==> config.mk <==
export PLATFORM = sky130hd
export DESIGN_NAME = hilo_muldiv_unit
export DESIGN_NICKNAME = d
export VERILOG_FILES = /design/src/rtl/hilo_muldiv_unit.sv
export SDC_FILE = /design/constraint.sdc
export NUM_CORES = 1
export LEC_CHECK = 0
export CAP_MARGIN = 20
export CELL_PAD_IN_SITES_DETAIL_PLACEMENT = 0
export CELL_PAD_IN_SITES_GLOBAL_PLACEMENT = 1
export CORE_MARGIN = 8
export CORE_UTILIZATION = 46
export DETAILED_ROUTE_END_ITERATION = 8
export PLACE_DENSITY_LB_ADDON = 0.1
export SLEW_MARGIN = 20
export SYNTH_ARGS = -nofsm -noshare
export SYNTH_HDL_FRONTEND = slang
export SYNTH_SLANG_ARGS = --single-unit
==> constraint.sdc <==
create_clock -name clk -period 8.52 [get_ports clk]
set_input_delay 1.704 -clock clk [delete_from_list [all_inputs] [get_ports clk]]
set_output_delay 1.704 -clock clk [all_outputs]
set_load 0.02 [all_outputs]
==> src/rtl/hilo_muldiv_unit.sv <==
// hilo_muldiv_unit
// Multi-cycle multiply/divide engine with the MIPS HI/LO register pair.
// Executes MULT, MULTU, DIV, DIVU (iterative, 33-cycle latency), plus
// MTHI/MTLO and divide-by-zero (written at the accept edge).
// Optional build macro: HILO_FAST_MULT_EN -- when defined, MULT/MULTU use a
// single-cycle 32x32 multiply with MTHI-style timing; division is unchanged.
module hilo_muldiv_unit (
    input  logic        clk,
    input  logic        reset,
    input  logic        start,
    input  logic [4:0]  alu_control,
    input  logic        LO_write_enable,
    input  logic        HI_write_enable,
    input  logic [31:0] op_a,
    input  logic [31:0] op_b,
    output logic        busy,
    output logic        done,
    output logic [31:0] hi,
    output logic [31:0] lo
);

    localparam logic [4:0] OP_MULT  = 5'b10000;
    localparam logic [4:0] OP_MULTU = 5'b10001;
    localparam logic [4:0] OP_DIV   = 5'b10010;
    localparam logic [4:0] OP_DIVU  = 5'b10011;
    localparam logic [4:0] OP_MTLO  = 5'b10101;
    localparam logic [4:0] OP_MTHI  = 5'b10110;

    typedef enum logic [2:0] {
        S_IDLE,
        S_MUL,
        S_DIV,
        S_FIX,
        S_DONE
    } state_t;

    state_t      state_reg;
    logic [4:0]  count_reg;
    logic        busy_reg;
    logic        done_reg;
    logic [31:0] hi_reg;
    logic [31:0] lo_reg;
    // Shared working pair: {product_hi, multiplier/product_lo} for MUL,
    // {remainder, dividend/quotient} for DIV.
    logic [31:0] work_hi_reg;
    logic [31:0] work_lo_reg;
    // Multiplicand magnitude (MUL) or divisor magnitude (DIV).
    logic [31:0] opnd_reg;
    logic        sign_a_reg;
    logic        sign_b_reg;
    logic        is_div_reg;

    // Instruction decode and accept qualification.
    logic        is_mul_code;
    logic        is_div_code;
    logic        is_signed_code;
    logic        legal;
    logic        accept;
    logic        sign_a;
    logic        sign_b;
    logic [31:0] mag_a;
    logic [31:0] mag_b;

    assign is_mul_code    = (alu_control == OP_MULT) || (alu_control == OP_MULTU);
    assign is_div_code    = (alu_control == OP_DIV)  || (alu_control == OP_DIVU);
    assign is_signed_code = (alu_control == OP_MULT) || (alu_control == OP_DIV);
    assign legal  = ((is_mul_code || is_div_code) && HI_write_enable && LO_write_enable)
                 || ((alu_control == OP_MTHI) && HI_write_enable)
                 || ((alu_control == OP_MTLO) && LO_write_enable);
    assign accept = start && !busy_reg && legal;

    // Signs are only meaningful for signed ops; unsigned ops keep raw values.
    assign sign_a = is_signed_code & op_a[31];
    assign sign_b = is_signed_code & op_b[31];
    assign mag_a  = sign_a ? (32'd0 - op_a) : op_a;
    assign mag_b  = sign_b ? (32'd0 - op_b) : op_b;

    // One shift-add multiply step: conditionally add multiplicand, shift right.
    logic [32:0] mul_sum;
    logic [63:0] mul_next;
    assign mul_sum  = {1'b0, work_hi_reg} + (work_lo_reg[0] ? {1'b0, opnd_reg} : 33'd0);
    assign mul_next = {mul_sum, work_lo_reg[31:1]};

    // One restoring-division step: shift in next dividend bit, trial subtract.
    logic [32:0] div_shift;
    logic        div_ge;
    logic [31:0] rem_next;
    logic [31:0] q_next;
    assign div_shift = {work_hi_reg, work_lo_reg[31]};
    assign div_ge    = div_shift >= {1'b0, opnd_reg};
    assign rem_next  = div_ge ? (div_shift[31:0] - opnd_reg) : div_shift[31:0];
    assign q_next    = {work_lo_reg[30:0], div_ge};

`ifdef HILO_FAST_MULT_EN
    // Single-cycle product; extending per signedness makes the low 64 bits
    // of an unsigned 64x64 multiply correct for both MULT and MULTU.
    logic [63:0] fast_a;
    logic [63:0] fast_b;
    logic [63:0] fast_prod;
    assign fast_a    = is_signed_code ? {{32{op_a[31]}}, op_a} : {32'd0, op_a};
    assign fast_b    = is_signed_code ? {{32{op_b[31]}}, op_b} : {32'd0, op_b};
    assign fast_prod = fast_a * fast_b;
`endif

    // Sign correction applied in FIX before the HI/LO write.
    logic [31:0] fix_hi;
    logic [31:0] fix_lo;
    logic [63:0] prod;
    always_comb begin
        prod   = {work_hi_reg, work_lo_reg};
        fix_hi = work_hi_reg;
        fix_lo = work_lo_reg;
        if (is_div_reg) begin
            fix_lo = (sign_a_reg ^ sign_b_reg) ? (32'd0 - work_lo_reg) : work_lo_reg;
            fix_hi = sign_a_reg ? (32'd0 - work_hi_reg) : work_hi_reg;
        end else if (sign_a_reg ^ sign_b_reg) begin
            {fix_hi, fix_lo} = 64'd0 - prod;
        end
    end

    // Control FSM, iteration datapath and HI/LO registers.
    always_ff @(posedge clk) begin
        if (reset) begin
            state_reg   <= S_IDLE;
            count_reg   <= 5'd0;
            busy_reg    <= 1'b0;
            done_reg    <= 1'b0;
            hi_reg      <= 32'd0;
            lo_reg      <= 32'd0;
            work_hi_reg <= 32'd0;
            work_lo_reg <= 32'd0;
            opnd_reg    <= 32'd0;
            sign_a_reg  <= 1'b0;
            sign_b_reg  <= 1'b0;
            is_div_reg  <= 1'b0;
        end else begin
            done_reg <= 1'b0;
            case (state_reg)
                S_IDLE, S_DONE: begin
                    state_reg <= S_IDLE;
                    if (accept) begin
                        if (alu_control == OP_MTHI) begin
                            hi_reg    <= op_a;
                            done_reg  <= 1'b1;
                            state_reg <= S_DONE;
                        end else if (alu_control == OP_MTLO) begin
                            lo_reg    <= op_a;
                            done_reg  <= 1'b1;
                            state_reg <= S_DONE;
                        end else if (is_div_code && (op_b == 32'd0)) begin
                            hi_reg    <= op_a;
                            lo_reg    <= 32'hFFFF_FFFF;
                            done_reg  <= 1'b1;
                            state_reg <= S_DONE;
                        end else if (is_div_code) begin
                            work_hi_reg <= 32'd0;
                            work_lo_reg <= mag_a;
                            opnd_reg    <= mag_b;
                            sign_a_reg  <= sign_a;
                            sign_b_reg  <= sign_b;
                            is_div_reg  <= 1'b1;
                            count_reg   <= 5'd0;
                            busy_reg    <= 1'b1;
                            state_reg   <= S_DIV;
                        end else begin
`ifdef HILO_FAST_MULT_EN
                            hi_reg    <= fast_prod[63:32];
                            lo_reg    <= fast_prod[31:0];
                            done_reg  <= 1'b1;
                            state_reg <= S_DONE;
`else
                            work_hi_reg <= 32'd0;
                            work_lo_reg <= mag_b;
                            opnd_reg    <= mag_a;
                            sign_a_reg  <= sign_a;
                            sign_b_reg  <= sign_b;
                            is_div_reg  <= 1'b0;
                            count_reg   <= 5'd0;
                            busy_reg    <= 1'b1;
                            state_reg   <= S_MUL;
`endif
                        end
                    end
                end
                S_MUL: begin
                    work_hi_reg <= mul_next[63:32];
                    work_lo_reg <= mul_next[31:0];
                    count_reg   <= count_reg + 5'd1;
                    if (count_reg == 5'd31) begin
                        state_reg <= S_FIX;
                    end
                end
                S_DIV: begin
                    work_hi_reg <= rem_next;
                    work_lo_reg <= q_next;
                    count_reg   <= count_reg + 5'd1;
                    if (count_reg == 5'd31) begin
                        state_reg <= S_FIX;
                    end
                end
                S_FIX: begin
                    hi_reg    <= fix_hi;
                    lo_reg    <= fix_lo;
                    busy_reg  <= 1'b0;
                    done_reg  <= 1'b1;
                    state_reg <= S_DONE;
                end
                default: begin
                    state_reg <= S_IDLE;
                end
            endcase
        end
    end

    assign busy = busy_reg;
    assign done = done_reg;
    assign hi   = hi_reg;
    assign lo   = lo_reg;

endmodule

### After elaboration in Yosys (flattened, before gate mapping)

Index checks and enable logic that the tools add are counted.

| word-level totals | value |
|---|---|
| output and inout bits | 66 |
| bits of input ports | 74 |
| register bits after elaboration | 173 |

| operators by class | value |
|---|---|
| reduce and logical (&&, ||, !) cells | 27 |
| muxes and demuxes | 55 |
| $lt $le $gt $ge | 1 |
| bitwise logic cells | 6 |
| eq/ne operators | 19 |
| $add $sub $neg | 8 |

Operators with widths:

| kind | count |
|---|---|
| two-way mux 32 bit | 28 |
| one-hot mux 32 bit (3 select lines) | 2 |
| one-hot mux 32 bit (2 select lines) | 2 |
| subtractor 1 x 32 -> 32 bit, first input constant | 4 |
| subtractor 1 x 64 -> 64 bit, first input constant | 1 |
| == test 5 bit, second input constant | 7 |
| adder 32 x 32 -> 33 bit | 1 |
| greater-or-equal comparator 33 x 32 -> 1 bit | 1 |
| zero test 32 bit | 1 |
| subtractor 32 bit | 1 |
| two-way mux 5 bit | 4 |
| AND reduction 5 bit | 4 |
| two-way mux 3 bit | 5 |
| one-hot mux 5 bit (2 select lines) | 1 |
| two-way mux 1 bit | 9 |
| != test 3 bit, second input constant | 3 |
| one-hot mux 3 bit (3 select lines) | 1 |
| != test 2 bit, second input constant | 4 |
| AND reduction 4 bit | 2 |
| logical AND 1 bit | 7 |
| == test 3 x 2 -> 1 bit, second input constant | 2 |
| logical OR 1 bit | 6 |
| adder 5 x 1 -> 5 bit, second input constant | 1 |
| one-hot mux 1 bit (2 select lines) | 2 |
| other kinds (12) | 17 |

### Depth between registers and ports, before layout

Gate-level depths: netlist of run 1.

| depth | value |
|---|---|
| depth after elaboration | 10 |
| depth in mapped cells | 15 |
| mapped depth without buffers | 14 |

### Worst setup path after synthesis of run 1

Ideal clock, no wire load.

| path | value |
|---|---|
| path type | input to register |
| from | input port op_b[2] |
| to | register work_lo_reg[14] |
| library setup time | 78 ps |
| data required time | 8442 ps |
| cell stages on the path | 9 |
| slack | 4431 ps |
| buffers on the path | 0 |
| data arrival time | 4011 ps |
| cell sequence | or3_1 or3b_1 or4_4 o31ai_1 xor2_1 mux2_1 a21oi_1 a221oi_1 nor3_1 |

| between the ends | value |
|---|---|
| longest elaborated chain between the ends | 8 |
| elaborated cells between the ends (all ways) | 12 |

RTL lines:

| item | line | source |
|---|---|---|
| start: declaration | 15 | `input logic [31:0] op_b,` |
| subtractor 1 x 32 -> 32 bit | 76 | `assign mag_b = sign_b ? (32'd0 - op_b) : op_b;` |
| two-way mux 32 bit | 76 |  |
| two-way mux 32 bit | 155 | `end else if (is_div_code) begin` |
| two-way mux 32 bit | 150 | `end else if (is_div_code && (op_b == 32'd0)) begin` |
| two-way mux 32 bit | 146 | `end else if (alu_control == OP_MTLO) begin` |
| two-way mux 32 bit | 142 | `if (alu_control == OP_MTHI) begin` |
| two-way mux 32 bit | 141 | `if (accept) begin` |
| one-hot mux 32 bit (3 select lines) | 138 | `case (state_reg)` |
| end signal: assignment | 157 | `work_lo_reg <= mag_a;` |
| end signal: assignment | 173 | `work_lo_reg <= mag_b;` |
| end signal: assignment | 187 | `work_lo_reg <= mul_next[31:0];` |
| end: declaration | 46 | `logic [31:0] work_lo_reg;` |

Parallel ways exist; a longest one is shown, timed or not. The select of a mux whose other input is x is not followed.
A chain may end at the register's enable or synchronous reset.

### Worst setup path after layout of run 1

| path | value |
|---|---|
| from | input port op_b[2] |
| to | register work_hi_reg[11] |

| between the ends | value |
|---|---|
| longest elaborated chain between the ends | 4 |

RTL lines:

| item | line | source |
|---|---|---|
| zero test 32 bit | 150 |  |
| logical AND 1 bit | 150 |  |
| != test 2 bit (no line) | n/a |  |
| AND reduction 5 bit (no line) | n/a |  |
| end signal: assignment | 186 | `work_hi_reg <= mul_next[63:32];` |
| end signal: assignment | 194 | `work_hi_reg <= rem_next;` |
| end: declaration | 45 | `logic [31:0] work_hi_reg;` |

Every way passes these cells.

==> results.yml, run 1 <==
min_path:
  holdCritPathClass: "reg -> reg"
power:
  swShare_pct: 31.50
  power.share.clock_pct: 41.6
  p_leak_nw: 6.363
  switchingPower_mw: 0.6247
  ir_drop_mv: 0.1382
  power_mw: 1.983
  pwr-share-seq_pct: 41.7
  p_int_mw: 1.358
  p_comb_share_pct: 16.7
  power_density_nw_per_um2: 118.5
global_routing:
  gr-total-overflow: 0
  grt_pass1_wl_um: 87910
  antenna_found_initial: 0
  first_global_vias: 14271
  grt_max_degree: 94
  track_usage_pct: 29.59
synth:
  netlist_area_um2: 14580
  synthAdderAreaFrac_pct: 6.281
  ys_ff_latch: 173
  synth_edf_count: 0
  avgSynthCellArea_um2: 7.187
  synth_top_family_by_area: "compound AO/OA/AOI/OAI gates"
  ys_async_sr_fraction_pct: 0
  syn_inst: 2029
  yosys.cell_types.count: 83
  synth_xor_area_share_pct: 10.45
  ys_seq_area_share_pct: 23.75
  syn_nets: 2175
  synth-simple-area-share_pct: 23.66
  synth_compound_gate_area_share_pct: 29.76
  synth_ff_type: "dfxtp_1"
  synth_mux_area_share_pct: 0.6435
  ys.warnings.count: 0
placed_design:
  place_hpwl_um: 44420
  io_buffers: 139
  place_congestion: 0.9147
  place_area_um2: 16140
clock_tree:
  hold_buffers: 0
  htreeDepth: 4
  cts_tree: "done"
  cts_setup_buffers: 0
  cts.sink_count: 173
  cts_repair_resize_count: 0
  clk_pin_slew_worst_paths_ns: 0.08
  cts-root-buf: "clkbuf_16"
  numCtsBuffers: 17
  clkLatencyLatePin_ns: 0.46
  clockBufferDepth: 2
timing:
  fin_crit_ns: 5.125
  clock.fmax_mhz: 195.1
  finalSetupViolations: 0
  fin_setup_tns_ns: 0
  tightest_slew_ns: 1.103
  skew_ns: 0.01183
  drv_slew: 0
  rsz0062_at_grt: "no"
  post-route-period-util_pct: 60.16
  finalHoldViolations: 0
  maxSlewHeadroom_pct: 26.35
  holdWs_ns: 0.4588
floorplanning:
  die_w_um: 194.1
  start_util_pct: 46.45
  ios: 140
  die_area_um2: 37660
  core_um2: 31390
  die_h_um: 194.1
  std_cell_rows: 65
final_layout:
  fillCellCount: 3147
  final_layout_size_suffix_gt1_share_pct: 4.780
  final_util_pct: 53.29
  diodes: 0
  fin_area_um2: 16730
  final_net_count: 2225
  areaGrowthSynthToFinish_pct: 14.72
worst_setup_path:
  cp-start-kind: "primary input"
  crit_fanout: 27
  cp-end-kind: "flop"
  crit_family: "simple AND/OR/NAND/NOR gates"
  slowest_stage: "nor2_4"
  r2r_slack_ns: 3.85
  path_buf_inv: 2
  path_cells: "clkdlybuf4s50_1 -> or3_1 -> or3b_1 -> nor4_2 -> and3_1 -> nor2_2 -> nor2_4 -> buf_4 -> a22oi_1 -> o211a_1 -> a211oi_1"
  worstPathRequired_ns: 8.90
  arrival_ns: 5.50
  critPathKind: "in -> reg"
  max_stage_delay_ns: 0.63
routing:
  via_per_inst: 6.337
  vias: 15804
  routed_wl_um: 58050
  drc_errors: 0
  drt-initial-drc-count: 1850
  drt-pass1-iter-count: 6
  post_drt_wl_per_cell_um: 23.28
  antenna_left: 0
job:
  maxCapViolCount: 0
status:
  outcome: "finished clean"
## cells by family (layout without fill, tap and decap cells)
kind of cell	after synthesis	count (layout)
compound gates	664	664
fa+ha+maj	72	72
simple gates	737	737
mux	9	9
buf+inv	200	263
flops	173	173
xor+xnor	174	174
## routing by layer
layer	global-route usage [%]	vias up	wire, um
li1	-	7473	-
met1	43.29	7490	27170
met2	42.95	764	23890
met3	6.074	77	5626
met4	8.147	0	1364
met5	0	-	0
## layout make-up
class,instances,area (um^2),area share [%]
multi-input cells,1656,10360,61.95
flip-flops and latches,173,3463,20.70
repair buffers,162,1556,9.304
well taps,402,503.0,3.007
clock buffers,18,439.2,2.625
inverters,69,259.0,1.548
clock inverters,14,145.1,0.8675
## final timing paths
path                   from         endpoint  depth (start not counted)
max                 op_b[2]  work_hi_reg[11]                         11
min            opnd_reg[17]     opnd_reg[17]                          2
max reg2reg  work_hi_reg[0]   work_lo_reg[0]                         11
min reg2reg    opnd_reg[17]     opnd_reg[17]                          2
## worst register-to-register path, cell delays in order, from the launching register on
cell	delay (ns)
dfxtp_1	0.66
ha_1	0.33
nor2b_1	0.15
o31a_1	0.28
o31a_1	0.35
a221oi_1	0.69
o21ai_1	0.24
a21oi_4	0.55
buf_4	0.44
nor2_1	0.29
a2111oi_0	0.43
a211oi_1	0.09
## cell usage after synthesis (all sizes together), types with 18 or more instances
master	count	area, um^2
a21oi	186	945.9
a222oi	21	210.2
xor2	82	718.2
clkbuf	102	382.9
or3	19	123.9
a211oi	41	307.8
xnor2	92	805.8
buf	29	152.6
nor3	54	291.5
o21ai	161	805.8
dfxtp	173	3463
nor4	25	196.4
a31oi	24	150.1
nand3	28	152.7
o211ai	33	247.7
nor2	253	969.7
ha	70	875.8
nand2	240	900.9
nor2b	18	112.6
a311oi	21	183.9
a21o	23	172.7
inv	69	259.0
a221oi	28	257.8
o31ai	23	186.4
nand2b	27	168.9
## placed cells by master, fill, tap and decap left out, types with 23 or more instances in the layout
| cell | n |
|---|---|
| a211oi_1 | 41 |
| a21o_1 | 23 |
| a21oi_1 | 184 |
| a221oi_1 | 26 |
| a31oi_1 | 24 |
| clkdlybuf4s50_1 | 138 |
| dfxtp_1 | 173 |
| ha_1 | 70 |
| inv_1 | 69 |
| nand2_1 | 239 |
| nand2b_1 | 27 |
| nand3_1 | 27 |
| nor2_1 | 248 |
| nor3_1 | 51 |
| o211ai_1 | 33 |
| o21ai_0 | 152 |
| xnor2_1 | 92 |
| xor2_1 | 81 |
## metrics by stage
stage	cells	setup slack (ns)
2_1_floorplan	2029	4.431
3_3_place_gp	2460	3.093
6_report	2494	3.395
4_1_cts	2494	3.488
3_5_place_dp	2462	3.011
5_1_grt	2494	3.221
## power by group through the flow
stage,Combinational (mW),Clock (mW),Sequential (mW)
2_1_floorplan,0.196,0,0.839
3_3_place_gp,0.320,0,0.845
3_5_place_dp,0.320,0,0.845
4_1_cts,0.322,0.833,0.826
5_1_grt,0.353,0.861,0.827
6_report,0.331,0.825,0.827
(Power assumes the default switching activity.)
==> inputs of run 2 (changes only) <==
Settings changed: CORE_UTILIZATION 46 to 43.
Clock period 8.52 ns to 5.1 ns, I/O delays scaled along.
==> run 2 against run 1 <==
Non-clock buffer count increased by 21; first-iteration DRC count increased by 6.1%; sequential cell count unchanged; design area increased by 1.5%; critical path depth increased by 4; clock skew increased by 0.0015 ns; critical path type is now reg -> reg; critical endpoint is now work_hi_reg[30]; largest cell class unchanged.
==> results.yml, run 2 (synthesized netlist as in run 1, its figures left out) <==
status:
  outcome: "finished clean"
global_routing:
  antenna_found_initial: 1
  grt_pass1_wl_um: 90600
  gr-total-overflow: 0
  grt_max_degree: 67
  first_global_vias: 14747
  track_usage_pct: 28.46
floorplanning:
  die_w_um: 200.2
  std_cell_rows: 67
  die_h_um: 200.2
  core_um2: 33450
  start_util_pct: 43.60
  ios: 140
  die_area_um2: 40060
timing:
  rsz0062_at_grt: "no"
  fin_crit_ns: 4.284
  clock.fmax_mhz: 233.4
  finalSetupViolations: 0
  tightest_slew_ns: 1.051
  finalHoldViolations: 0
  post-route-period-util_pct: 84.00
  fin_setup_tns_ns: 0
  drv_slew: 0
  maxSlewHeadroom_pct: 29.65
  skew_ns: 0.01328
worst_setup_path:
  cp-start-kind: "flop"
  path_cells: "inv_1 -> buf_4 -> nor2_1 -> ha_1 -> a2111oi_0 -> a21oi_1 -> o211ai_1 -> o21ai_0 -> o31ai_1 -> buf_4 -> a31oi_1 -> a31o_2 -> xor2_1 -> a222oi_1 -> a21oi_1"
  arrival_ns: 4.59
  worstPathRequired_ns: 5.41
  cp-end-kind: "flop"
  max_stage_delay_ns: 0.47
  slowest_stage: "a2111oi_0"
  critPathKind: "reg -> reg"
  crit_family: "compound AO/OA/AOI/OAI gates"
  r2r_slack_ns: 0.82
  path_buf_inv: 3
  crit_fanout: 26
final_layout:
  fillCellCount: 3375
  layout_common_cells: "248 x nor2_1, 239 x nand2_1, 184 x a21oi_1"
  final_layout_size_suffix_gt1_share_pct: 5.774
  seq_area_um2: 3463
  multi_input_area_um2: 10370
  final_cells: 2561
  areaGrowthSynthToFinish_pct: 16.40
  final_net_count: 2246
  diodes: 0
  final_common_cell: "nor2_1"
routing:
  via_per_inst: 6.202
  drc_errors: 0
  drt-pass1-iter-count: 6
  antenna_left: 0
  post_drt_wl_per_cell_um: 23.10
  drt-initial-drc-count: 1962
  routed_wl_um: 59150
  vias: 15883
clock_tree:
  clk_pin_slew_worst_paths_ns: 0.08
  cts.sink_count: 173
  cts_setup_buffers: 0
  cts-root-buf: "clkbuf_16"
  cts_repair_resize_count: 0
  cts_tree: "done"
  numCtsBuffers: 17
  hold_buffers: 0
  clockBufferDepth: 2
  clkLatencyLatePin_ns: 0.46
  htreeDepth: 4
power:
  p_leak_nw: 6.484
  power_density_nw_per_um2: 194.6
  ir_drop_mv: 0.2519
job:
  maxCapViolCount: 0
placed_design:
  place_congestion: 0.9283
  dp_cells: 2529
  io_buffers: 139
  place_hpwl_um: 46070
min_path:
  holdCritPathClass: "reg -> reg"
==> run 2: changes by cell type in the layout (fill, tap and decap cells not counted), moves of 2 or more <==
| cell | delta |
|---|---|
| clkinv_8 | +2 |
| inv_6 | -2 |
| clkbuf_8 | +2 |
| buf_2 | -2 |
| buf_4 | +22 |
==> run 2: final timing paths <==
| check | from | to | cells past startpoint |
|---|---|---|---|
| max | work_lo_reg[0] | work_hi_reg[30] | 15 |
| min | opnd_reg[4] | opnd_reg[4] | 2 |
| max reg2reg | work_lo_reg[0] | work_hi_reg[30] | 15 |
| min reg2reg | opnd_reg[4] | opnd_reg[4] | 2 |
==> run 2: power breakdown <==
part / total (mW) / switching [mW] / internal [mW]
clock network: 1.36 / 0.675 / 0.688
registers: 1.38 / 0.0207 / 1.36
logic: 0.560 / 0.355 / 0.205
==> run 2: layout make-up <==
cell class	instances	area share, %
clock buffer	20	2.749
clock inverter	12	0.7223
inverter	69	1.526
multi-input combinational	1656	61.10
sequential	173	20.40
tap	448	3.302
timing repair buffer	183	10.20
==> run 2: metrics by stage <==
| step | worst slack, ns | util, % | hold slack [ns] | power [mW] | instance area (um^2) |
|---|---|---|---|---|---|
| after floorplan | 1.695 | - | 0.4319 | 1.728 | 14580 |
| after detailed placement | 0.6755 | 48.97 | 0.4475 | 1.958 | 16380 |
| after CTS | 0.8640 | 50.73 | 0.4584 | 3.295 | 16970 |
| after global placement | 0.7494 | 48.97 | 0.4415 | 1.958 | 16380 |
| final | 0.8161 | 50.75 | 0.4557 | 3.304 | 16980 |
| after global routing | 0.5816 | 50.75 | 0.4886 | 3.403 | 16980 |
==> run 2: layer usage <==
metal	track usage, %	part of all wire [%]
met4	7.281	2.0
met1	41.91	47
met5	0	0.015
met3	4.809	9.0
met2	42.07	42
==> run 2: worst reg2reg max path, cell delays in order (launching register included) <==
cell and delay (ns):
dfxtp_1 0.38, inv_1 0.24, buf_4 0.37, nor2_1 0.08, ha_1 0.35, a2111oi_0 0.47, a21oi_1 0.11, o211ai_1 0.18
o21ai_0 0.34, o31ai_1 0.42, buf_4 0.20, a31oi_1 0.15, a31o_2 0.29, xor2_1 0.14, a222oi_1 0.31, a21oi_1 0.10
